### src/rtl/pc_lut_prog_if.sv
// Bus bundle for the programmable branch-target table: the write port, the lookup port and status.
// The master side is the fetch/loader logic and the slave side is the table itself.
interface pc_lut_prog_if #(
   parameter int D = 12,
   parameter int A = 5
);
   logic         wr_valid;
   logic         wr_ready;
   logic [A-1:0] wr_addr;
   logic [D-1:0] wr_target;
   logic         wr_rel;
   logic         lk_valid;
   logic [A-1:0] lk_addr;
   logic [D-1:0] pc;
   logic         lk_done;
   logic         lk_hit;
   logic [D-1:0] next_pc;
   logic         busy;

   modport master (
      output wr_valid, wr_addr, wr_target, wr_rel, lk_valid, lk_addr, pc,
      input  wr_ready, lk_done, lk_hit, next_pc, busy
   );

   modport slave (
      input  wr_valid, wr_addr, wr_target, wr_rel, lk_valid, lk_addr, pc,
      output wr_ready, lk_done, lk_hit, next_pc, busy
   );
endinterface

### src/rtl/pc_lut_prog.sv
// Programmable branch-target table with a post-reset invalidation sweep and a 1-cycle registered lookup.
// Define PC_LUT_WRITE_FWD_EN to forward a same-cycle write to a lookup of the same address.
module pc_lut_prog #(
   parameter int D = 12,
   parameter int A = 5
) (
   input  logic         clk,
   input  logic         reset,
   pc_lut_prog_if.slave bus
);
   localparam int DEPTH = 2**A;

   typedef enum logic {S_CLEAR, S_RUN} state_t;

   state_t           r_state;
   state_t           w_state_next;
   logic [A-1:0]     r_idx;
   logic [A-1:0]     w_idx_next;
   logic [DEPTH-1:0] r_valid;
   logic [D:0]       r_mem [DEPTH];
   logic             r_lk_done;
   logic             r_lk_hit;
   logic [D-1:0]     r_next_pc;

   logic             w_wr_acc;
   logic             w_ent_valid;
   logic             w_ent_rel;
   logic [D-1:0]     w_ent_tgt;
   logic             w_hit;
   logic [D-1:0]     w_npc;

   always_ff @(posedge clk) begin
      if (reset) begin
         r_state <= S_CLEAR;
         r_idx   <= '0;
      end else begin
         r_state <= w_state_next;
         r_idx   <= w_idx_next;
      end
   end

   always_comb begin
      w_state_next = r_state;
      w_idx_next   = r_idx;
      if (r_state == S_CLEAR) begin
         w_idx_next = r_idx + 1'b1;
         if (&r_idx) begin
            w_state_next = S_RUN;
         end
      end
   end

   assign bus.busy     = (r_state == S_CLEAR);
   assign bus.wr_ready = (r_state == S_RUN);
   assign w_wr_acc     = bus.wr_valid && bus.wr_ready && !reset;

   // Valid bits are flops so the sweep can clear one per cycle while the payload lives in LUT RAM.
   generate
      for (genvar gi = 0; gi < DEPTH; gi++) begin : g_valid
         always_ff @(posedge clk) begin
            if (r_state == S_CLEAR && r_idx == A'(gi)) begin
               r_valid[gi] <= 1'b0;
            end else if (w_wr_acc && bus.wr_addr == A'(gi)) begin
               r_valid[gi] <= 1'b1;
            end
         end
      end
   endgenerate

   always_ff @(posedge clk) begin
      if (w_wr_acc) begin
         r_mem[bus.wr_addr] <= {bus.wr_rel, bus.wr_target};
      end
   end

   always_comb begin
      w_ent_valid              = r_valid[bus.lk_addr];
      {w_ent_rel, w_ent_tgt}   = r_mem[bus.lk_addr];
`ifdef PC_LUT_WRITE_FWD_EN
      if (w_wr_acc && bus.wr_addr == bus.lk_addr) begin
         w_ent_valid = 1'b1;
         w_ent_rel   = bus.wr_rel;
         w_ent_tgt   = bus.wr_target;
      end
`endif
      // Lookups during the sweep always miss, whatever the stale valid bit says.
      w_hit = (r_state == S_RUN) && w_ent_valid;
      w_npc = bus.pc;
      if (w_hit) begin
         w_npc = w_ent_rel ? (bus.pc + w_ent_tgt) : w_ent_tgt;
      end
   end

   always_ff @(posedge clk) begin
      if (reset) begin
         r_lk_done <= 1'b0;
         r_lk_hit  <= 1'b0;
         r_next_pc <= '0;
      end else begin
         r_lk_done <= bus.lk_valid;
         if (bus.lk_valid) begin
            r_lk_hit  <= w_hit;
            r_next_pc <= w_npc;
         end
      end
   end

   assign bus.lk_done = r_lk_done;
   assign bus.lk_hit  = r_lk_hit;
   assign bus.next_pc = r_next_pc;
endmodule

### src/flat_wrapper.sv
// flat-port wrapper written by rule: the top's interface ports become plain ports
module pc_lut_prog_flat 
#(
   parameter int D = 12,
   parameter int A = 5
)
  (clk, reset, bus_wr_valid, bus_wr_addr, bus_wr_target, bus_wr_rel, bus_lk_valid, bus_lk_addr, bus_pc, bus_wr_ready, bus_lk_done, bus_lk_hit, bus_next_pc, bus_busy);
  pc_lut_prog_if #(.D(D), .A(A)) bus_i ();
  input  logic clk;
  input  logic reset;
  input wire logic [$bits(bus_i.wr_valid)-1:0] bus_wr_valid;
  input wire logic [$bits(bus_i.wr_addr)-1:0] bus_wr_addr;
  input wire logic [$bits(bus_i.wr_target)-1:0] bus_wr_target;
  input wire logic [$bits(bus_i.wr_rel)-1:0] bus_wr_rel;
  input wire logic [$bits(bus_i.lk_valid)-1:0] bus_lk_valid;
  input wire logic [$bits(bus_i.lk_addr)-1:0] bus_lk_addr;
  input wire logic [$bits(bus_i.pc)-1:0] bus_pc;
  output wire logic [$bits(bus_i.wr_ready)-1:0] bus_wr_ready;
  output wire logic [$bits(bus_i.lk_done)-1:0] bus_lk_done;
  output wire logic [$bits(bus_i.lk_hit)-1:0] bus_lk_hit;
  output wire logic [$bits(bus_i.next_pc)-1:0] bus_next_pc;
  output wire logic [$bits(bus_i.busy)-1:0] bus_busy;
  assign bus_i.wr_valid = bus_wr_valid;
  assign bus_i.wr_addr = bus_wr_addr;
  assign bus_i.wr_target = bus_wr_target;
  assign bus_i.wr_rel = bus_wr_rel;
  assign bus_i.lk_valid = bus_lk_valid;
  assign bus_i.lk_addr = bus_lk_addr;
  assign bus_i.pc = bus_pc;
  assign bus_wr_ready = bus_i.wr_ready;
  assign bus_lk_done = bus_i.lk_done;
  assign bus_lk_hit = bus_i.lk_hit;
  assign bus_next_pc = bus_i.next_pc;
  assign bus_busy = bus_i.busy;
  pc_lut_prog #(.D(D), .A(A)) u_core (.clk(clk), .reset(reset), .bus(bus_i));
endmodule
### config.mk
export PLATFORM = sky130hd
export DESIGN_NAME = pc_lut_prog_flat
export DESIGN_NICKNAME = d
export VERILOG_FILES = /design/src/rtl/pc_lut_prog_if.sv /design/src/rtl/pc_lut_prog.sv /design/src/flat_wrapper.sv
export SDC_FILE = /design/constraint.sdc
export NUM_CORES = 1
export LEC_CHECK = 0
export BUFFER_PORTS_ARGS = -buffer_cell sky130_fd_sc_hd__clkbuf_2
export CAP_MARGIN = 20
export CORE_MARGIN = 3
export CORE_UTILIZATION = 45
export DETAILED_ROUTE_END_ITERATION = 8
export GPL_TIMING_DRIVEN = 1
export SLEW_MARGIN = 20
export SYNTH_ARGS = -nofsm -noshare
export SYNTH_HDL_FRONTEND = slang
export SYNTH_SLANG_ARGS = --single-unit
### constraint.sdc
create_clock -name clk -period 3.9 [get_ports clk]
set_input_delay 0 -clock clk [delete_from_list [all_inputs] [get_ports clk]]
set_output_delay 0 -clock clk [all_outputs]
set_load 0.05 [all_outputs]
==> run summary, run 1 <==
site row count - 74
initial core utilization - 45.7%
Final Net Count - 1152
Post-synth EDFFs - 416
via count - 9666
min Tclk post-route - 3.70 ns
Worst setup EP type - flop
Area growth, synth to finish - 16.5%
Synth top cells by count - 416 x edfxtp_1, 138 x mux4_2, 77 x nor2_1
core area - 0.0410 mm²
H-tree Lvls - 2
TNS Setup - 0 ns
Max Slew Vio Count - 0
Worst Hold Class - in2reg
crit-path max cell delay - 0.50 ns
post-route cell area - 0.0219 mm²
Clock Latency Late Sink - 0.58 ns
Max VDD drop - 0.000334 V
Die Area - 0.0442 mm²
DRT Wirelength - 45.3 mm
leakage power - 7.24 nW
startpoint types - flop
Worst Tran Pin Value - 0.737 ns
Via density - 5.81
overall routing resource usage - 20.9%
pre-CTS setup slack - -0.0420 ns
Slowest-stage cell, CP - mux4_2
port bufs - 54
unrepaired setup endpoints after global routing - no
Synth area leaders - edfxtp_1 67%, mux4_2 17%, dfxtp_1 5.6%, nor2_1 1.5%, ha_1 1.1%
CTS root buffer - clkbuf_16
Async SR Flop Fraction - 0%
Avg Cell Area, Syn - 19.7 µm²
CTS sink cnt - 468
First DRT Iteration DRCs - 954
Net Count, Synth - 1007
Netlist Area Pre-Place - 0.0188 mm²
count of final setup violators - 0
Critical Path RT - 4.32 ns
crit-path cells - mux4_2 > mux4_2 > mux2i_1 > buf_4 > inv_1 > ha_1 > a211oi_1 > o21ai_1 > a311oi_2 > a21oi_1 > xnor2_1 > or3_1 > nand3_1 > a311oi_1
vias in the first global route - 9891
dominant cell by count in the synthesized netlist - edfxtp_1
Layout Skew - 0.0169 ns
P per Cell Area - 480 mW/mm²
fillers - 3229
Die Y - 210 µm
status - finished clean
Synth cell types - 48
Mapped Cells - 950
Synth Flop Type - edfxtp_1
crit-path most repeated cell - mux4_2
global route overflow - 0
Max clock buf depth - 3
initial antenna violation count - 0
largest area contributor in the netlist - edfxtp_1
global-route wire length before repair - 66.6 mm
share of layout cells above drive strength 1 - 31.8%
Reg clk slew, reported paths - 0.06 ns
critical path class - reg2reg
f_max - 0.270 GHz
final setup margin - 0.199 ns
CP arrival - 4.12 ns
Routed Antenna Nets - 0
worst rel slew slack - 50.4%
largest fanout on the critical path - 3
CP Buf/Inv Count - 2
share of the synthesized area in the top cell type - 66.6%
Finished Layout Cells - 1664
Die Wd - 210 µm
Final Power - 10.5 mW
largest net degree at the start of global routing - 33
Diodes inserted - 0
hpwl dp - 27.9 mm
crit share post-route - 94.9%
Synth Register Bits - 468
CTS tree - done
average wire per standard cell - 27.2 µm
first-pass detailed-route iteration total - 4
Seq/Total Area, Yosys - 72.2%
max_cap viols - 0
warnings from Yosys - 0
Placer Congestion - 0.800
Placed Area - 0.0202 mm²
dpl cells - 1556
Num CTS Buffers - 49
critical path's top delay family - multiplexers
# IOs - 55
Fin. Hold Viols - 0
DRC - 0
-- kinds of logic after synthesis --
logic type	count (synthesis)	share of synthesized area (%)
flops	468	72.2
compound gates	82	2.92
mux	159	17.8
simple gates	151	3.67
xor+xnor	11	0.514
fa+ha+maj	18	1.24
buf+inv	61	1.71
-- power breakdown --
part	switching (mW)	internal, mW	leakage (nW)	total (mW)
Sequential	0.0100	5.46	4.16	5.47
Clock	1.82	2.44	0.714	4.27
Combinational	0.415	0.327	2.37	0.743
-- per-stage QoR --
stage | utilization (%) | hold slack [ns]
final | 53.3 | 0.0634
after global routing | 53.3 | 0.0642
after CTS | 53.2 | 0.0260
after detailed placement | 49.2 | 0.293
after global placement | 49.2 | 0.298
after floorplan | - | 0.0989
-- cell usage in the layout, fill, tap and decap left out, drive strengths merged, types with 7 or more instances in the layout --
master         n
a211oi         7
a21oi         28
buf           70
clkbuf       116
clkinv        22
dfxtp         52
dlygate4sd3   18
edfxtp       416
ha            17
inv           16
mux2          10
mux2i         11
mux4         138
nand2         20
nand2b        12
nor2          77
nor2b          7
nor3          18
o21ai          7
o22a          11
xor2           7
-- final timing paths --
kind                            depth (start not counted)  slack (ns)                     end           startpoint
worst max-delay path                                   14        0.20  u_core.bus.next_pc[11]  u_core.r_mem[31][1]
worst min-delay path                                    1        0.06      u_core.r_mem[0][8]     bus_wr_target[8]
worst max register to register                         14        0.20  u_core.bus.next_pc[11]  u_core.r_mem[31][1]
worst min register to register                          1        0.48      u_core.r_valid[16]   u_core.r_valid[16]
-- flip-flops by register name, summed over array words and instances (netlist names) --
signal and cells:
u_core.bus.next_pc 12, u_core.r_valid 32, u_core.bus.wr_ready 1, u_core.bus.lk_done 1, u_core.bus.lk_hit 1, u_core.r_idx 5, u_core.r_mem 416
-- final cells by class --
type | count | area, µm² | share of cell area, %
timing repair buffer | 140 | 1130 | 5.18
clock inverter | 24 | 134 | 0.613
tap | 532 | 666 | 3.05
inverter | 15 | 56.3 | 0.258
clock buffer | 64 | 1330 | 6.06
sequential | 468 | 13500 | 61.9
multi-input combinational | 421 | 5010 | 22.9
-- what timing repair did --
action                     4_1_cts  5_1_grt
setup endpoints to repair        1        4
gates resized for setup          3        5
buffers inserted                 1        1
pin swaps                        1        2
hold endpoints to repair        25        0
hold buffers                    18        0
-- routing by layer --
metal	global-route usage (%)	share of wire [%]
met2	33.1	47
met3	3.97	5.9
met1	30.9	45
met4	4.63	1.6
met5	0	0
Note: power is estimated with default switching activity, not from simulation.
==> inputs of run 2 (changes only) <==
CELL_PAD_IN_SITES_DETAIL_PLACEMENT = 0   (was unset)
CELL_PAD_IN_SITES_GLOBAL_PLACEMENT = 1   (was unset)
PLACE_DENSITY_LB_ADDON = 0.1   (was unset)
SKIP_CTS_REPAIR_TIMING = 1   (was unset)
SLEW_MARGIN = 40   (was 20)
==> run 2 against run 1 <==
Sequential cell count did not move. Critical endpoint is now u_core.bus.next_pc[10]. Combinational power rose by 3.9%. Largest cell class unchanged. Highest routed layer unchanged. Sequential share of layout area fell by 1.0 points. Clock power rose by 13%. The flow now finishes with violations (negative hold slack).
==> run summary, run 2 (same netlist as run 1, synthesis figures left out) <==
status - finished with violations
failing checks - negative hold slack
Max clock buf depth - 3 (unchanged)
initial core utilization - 45.7% (unchanged)
largest fanout on the critical path - 2 (-1)
Worst Hold Class - in2reg
Critical Path RT - 4.35 ns (+0.03 ns)
largest net degree at the start of global routing - 33 (unchanged)
net load switching power - 2.34 mW (+4.0%)
f_max - 0.266 GHz (-1.5%)
crit share post-route - 96.4% (+1.5 points)
Logic pwr share - 7.0% (about the same)
Die Y - 210 µm (unchanged)
global route overflow - 0 (unchanged)
Die Area - 0.0442 mm² (unchanged)
critical path class - reg2reg
Clock Latency Late Sink - 0.58 ns (about the same)
H-tree Lvls - 2 (unchanged)
Num CTS Buffers - 50 (+2.0%)
vias in the first global route - 9941 (+0.51%)
Clk pwr share - 43.5% (+2.8 points)
share of layout cells above drive strength 1 - 33.6% (+1.8 points)
TNS Setup - 0 ns (unchanged)
Final Net Count - 1179 (+2.3%)
# IOs - 55 (unchanged)
via count - 9797 (+1.4%)
hpwl dp - 29.7 mm (+6.3%)
CTS tree - done
global-route wire length before repair - 67.6 mm (+1.5%)
First DRT Iteration DRCs - 820 (-14%)
part of the power in registers - 49.5% (-2.7 points)
Layout Skew - 0.0138 ns (-0.00309 ns)
Max Slew Vio Count - 0 (unchanged)
worst rel slew slack - 54.0% (+3.6 points)
DRC - 0 (unchanged)
final setup margin - 0.142 ns (-0.0569 ns)
unrepaired setup endpoints after global routing - no
Fin. Hold Viols - 2 (+2)
count of final setup violators - 0 (unchanged)
Worst setup EP type - flop
Diodes inserted - 0 (unchanged)
Die Wd - 210 µm (unchanged)
Routed Antenna Nets - 0 (unchanged)
average wire per standard cell - 27.3 µm (+0.33%)
CTS root buffer - clkbuf_16
Placer Congestion - 0.824 (+3.1%)
Reg clk slew, reported paths - 0.06 ns (about the same)
pre-CTS setup slack - 0.0872 ns (+0.129 ns)
min Tclk post-route - 3.76 ns (+0.0569 ns)
sw frac - 21.2% (-0.30 points)
DRT Wirelength - 46.2 mm (+2.0%)
most frequent cells in the layout - 416 x edfxtp_1, 138 x mux4_2, 85 x buf_4
core area - 0.0410 mm² (unchanged)
Int Pwr - 8.72 mW (+5.9%)
overall routing resource usage - 21.3% (+0.33 points)
site row count - 74 (unchanged)
startpoint types - flop
Largest Register - u_core.r_mem
CP arrival - 4.21 ns (+0.09 ns)
first-pass detailed-route iteration total - 5 (+1)
CTS sink cnt - 468 (unchanged)
max_cap viols - 0 (unchanged)
Area growth, synth to finish - 18.4%
final hold slack - -0.0448 ns (-0.108 ns)
port bufs - 54 (unchanged)
Via density - 5.79 (-0.32%)
leakage power - 7.48 nW (+3.3%)
P per Cell Area - 498 mW/mm² (+3.8%)
Max VDD drop - 0.000321 V (-3.7%)
Worst Tran Pin Value - 0.690 ns (-0.0474 ns)
number of flip-flops in the largest register - 416 (unchanged)
initial antenna violation count - 0 (unchanged)
commonest non-fill, non-tap cell in the layout - edfxtp_1
-- run 2: cell types whose count changed in the layout (fill, tap and decap cells not counted), sizes merged --
cell         before  now
buf              70   98
bufinv            1    7
clkbuf          116  109
clkinv           22   24
clkinvlp          0    2
dlygate4sd3      18   16
inv              16   15
-- run 2: routing by layer --
metal / vias up / global-route usage, % / wire length (µm)
met1: 5175 / 30.8 / 20100
li1: 4262 / - / -
met5: - / 0 / 0
met3: 55 / 3.29 / 2450
met2: 305 / 34.3 / 22800
met4: 0 / 5.65 / 865
-- run 2: path summary, 6_finish.rpt --
kind,startpoint,endpoint,slack [ns],cells past startpoint
min reg2reg,u_core.r_valid[18],u_core.r_valid[18],0.47,1
max reg2reg,u_core.r_mem[24][0],u_core.bus.next_pc[10],0.14,15
max,u_core.r_mem[24][0],u_core.bus.next_pc[10],0.14,15
min,bus_lk_valid,u_core.bus.next_pc[1],-0.04,2
-- run 2: area by class of cell --
class / instances / area [µm²]
fill: 3227 / 18800
sequential: 468 / 13500
multi-input combinational: 421 / 4970
clock buffer: 57 / 1340
timing repair buffer: 166 / 1310
tap: 532 / 666
clock inverter: 33 / 334
inverter: 15 / 56.3
-- run 2: power groups by stage --
| stage | Combinational, mW | Sequential, mW | Clock (mW) |
|---|---|---|---|
| floorplan | 0.429 | 5.60 | 0 |
| detailed placement | 0.761 | 5.58 | 0 |
| CTS | 0.762 | 5.47 | 4.93 |
| finish | 0.772 | 5.47 | 4.81 |
| global placement | 0.757 | 5.58 | 0 |
| global route | 0.837 | 5.47 | 5.13 |
-- run 2: worst max-delay path: stages, from the launching register on --
cell,delay (ns)
edfxtp_1,0.38
mux4_2,0.48
mux4_2,0.51
mux2_2,0.32
ha_1,0.20
inv_1,0.08
fa_1,0.20
inv_1,0.05
a21o_1,0.16
a21oi_2,0.15
o21ai_1,0.12
o41ai_2,0.34
buf_4,0.17
mux2i_1,0.07
o31ai_1,0.25
o221ai_1,0.15
-- run 2: metrics by stage --
| stage | utilization, % | instances | hold WS, ns | total power [mW] | area (µm²) |
|---|---|---|---|---|---|
| floorplan | - | 950 | 0.0989 | 6.03 | 18800 |
| global placement | 49.6 | 1586 | 0.300 | 6.34 | 20400 |
| detailed placement | 49.6 | 1586 | 0.300 | 6.34 | 20400 |
| CTS | 53.7 | 1676 | -0.327 | 11.2 | 22000 |
| global route | 54.2 | 1692 | 0.0124 | 11.4 | 22200 |
| finish | 54.2 | 1692 | -0.0448 | 11.1 | 22200 |
==> inputs of run 3 (changes only) <==
RECOVER_POWER = 100   (was unset)
==> run 3 against run 2 <==
The flow still finishes with violations (negative hold slack). Highest routed layer unchanged. Combinational power decreased by 0.8%. Hold slack gained 0.0032 ns. Final area fell by 1.1%. Utilization fell by 0.58 points. Fmax increased by 0.30%. Critical path depth unchanged. Sequential power about the same. Clock-buffer cell count stayed put. Register-to-register slack about the same. Die area did not move. Clock power about the same. Cell count is the same.
==> run summary, run 3 (same netlist as run 1, synthesis figures left out) <==
P per Cell Area - 503 mW/mm² (+1.1%)
largest fanout on the critical path - 2 (unchanged)
# IOs - 55 (unchanged)
max_cap viols - 0 (unchanged)
Clock Latency Late Sink - 0.58 ns (about the same)
Area growth, synth to finish - 17.2%
Slowest-stage cell, CP - mux4_2
most frequent cells in the layout - 416 x edfxtp_1, 138 x mux4_2, 77 x nor2_1
commonest non-fill, non-tap cell in the layout - edfxtp_1
Worst setup EP type - flop
crit-path max cell delay - 0.51 ns (about the same)
final hold slack - -0.0416 ns (+0.00320 ns)
CTS sink cnt - 468 (unchanged)
largest net degree at the start of global routing - 33 (unchanged)
f_max - 0.267 GHz (+0.30%)
final core utilization - 53.6% (-0.58 points)
Max VDD drop - 0.000322 V (+0.18%)
port bufs - 54 (unchanged)
site row count - 74 (unchanged)
Via density - 5.75 (-0.65%)
hold_sp - bus_lk_valid
unrepaired setup endpoints after global routing - no
critical path class - reg2reg
via count - 9733 (-0.65%)
vias in the first global route - 9941 (unchanged)
Placer Congestion - 0.824 (unchanged)
leakage power - 7.19 nW (-3.8%)
fillers - 3273 (+1.4%)
Worst Tran Pin Value - 1.47 ns (+0.782 ns)
failing checks - negative hold slack
first-pass detailed-route iteration total - 5 (unchanged)
Diodes inserted - 0 (unchanged)
Largest Register - u_core.r_mem
Reg clk slew, reported paths - 0.06 ns (about the same)
TNS Setup - 0 ns (unchanged)
min Tclk post-route - 3.75 ns (-0.0113 ns)
initial antenna violation count - 0 (unchanged)
count of final setup violators - 0 (unchanged)
R2R Setup Slk - 0.15 ns (about the same)
Routed Antenna Nets - 0 (unchanged)
initial core utilization - 45.7% (unchanged)
share of layout cells above drive strength 1 - 26.7% (-6.9 points)
worst rel slew slack - 1.88% (-52 points)
pre-CTS setup slack - 0.0872 ns (unchanged)
Final Power - 11.1 mW (about the same)
DRT Wirelength - 46.2 mm (about the same)
global route overflow - 0 (unchanged)
Critical Path RT - 4.35 ns (about the same)
Layout Skew - 0.0145 ns (+0.000694 ns)
Fin. Hold Viols - 2 (unchanged)
CTS root buffer - clkbuf_16
Die Area - 0.0442 mm² (unchanged)
Worst Hold Class - in2reg
Die Y - 210 µm (unchanged)
Die Wd - 210 µm (unchanged)
status - finished with violations
Max Slew Vio Count - 0 (unchanged)
crit-path cells - mux4_2 > mux4_2 > mux2_2 > ha_1 > inv_1 > fa_1 > inv_1 > a21o_1 > a21oi_2 > o21ai_1 > o41ai_2 > buf_4 > mux2i_1 > o31ai_1 > o221ai_1
Max clock buf depth - 3 (unchanged)
DRC - 0 (unchanged)
CP Launch Point - u_core.r_mem[24][0]
number of flip-flops in the largest register - 416 (unchanged)
average wire per standard cell - 27.3 µm (about the same)
core area - 0.0410 mm² (unchanged)
CTS tree - done
final setup margin - 0.153 ns (+0.0113 ns)
startpoint types - flop
H-tree Lvls - 2 (unchanged)
crit share post-route - 96.1% (-0.29 points)
Final Net Count - 1179 (unchanged)
global-route wire length before repair - 67.6 mm (unchanged)
Num CTS Buffers - 50 (unchanged)
CP arrival - 4.19 ns (-0.02 ns)
overall routing resource usage - 21.3% (unchanged)
FF-to-FF Start - u_core.r_mem[24][0]
hpwl dp - 29.7 mm (unchanged)
First DRT Iteration DRCs - 834 (+1.7%)
==> run 3: final cells by class <==
cell class / count / area, µm² / area share [%]
inverter: 15 / 56.3 / 0.256
multi-input combinational: 421 / 4920 / 22.4
clock buffer: 57 / 1340 / 6.10
tap: 532 / 666 / 3.03
sequential: 468 / 13500 / 61.6
timing repair buffer: 166 / 1130 / 5.13
clock inverter: 33 / 334 / 1.52
==> run 3: final timing paths <==
path | to | depth (start not counted)
hold / removal | u_core.bus.next_pc[1] | 2
setup / recovery | u_core.bus.next_pc[10] | 15
setup reg to reg | u_core.bus.next_pc[10] | 15
hold reg to reg | u_core.r_valid[18] | 1
==> run 3: report_power, final <==
part / switching, mW / internal (mW)
Clock: 1.90 / 2.91
Combinational: 0.428 / 0.338
Sequential: 0.0102 / 5.47
Total: 2.34 / 8.72
==> run 3: metal layers <==
| metal | track usage, % | vias up | wire length (µm) |
|---|---|---|---|
| met1 | 30.8 | 5141 | 20400 |
| met2 | 34.3 | 276 | 22700 |
| met3 | 3.29 | 56 | 2250 |
| met5 | 0 | - | 0 |
| met4 | 5.65 | 0 | 882 |
| li1 | - | 4260 | - |
==> run 3: metrics by stage <==
| stage | area, µm² | cells |
|---|---|---|
| finish | 22000 | 1692 |
| global route | 22000 | 1692 |
| CTS | 22000 | 1676 |
| detailed placement | 20400 | 1586 |
| global placement | 20400 | 1586 |
| floorplan | 18800 | 950 |
==> run 3: worst max-delay path: cells and delay by family, from the launching register on <==
kind | cells | cell delay [ns]
adder cells (fa/ha/maj) | 2 | 0.40
flip-flops | 1 | 0.38
AO/OA/AOI/OAI | 6 | 1.16
multiplexers | 4 | 1.37
buffers and inverters | 3 | 0.30
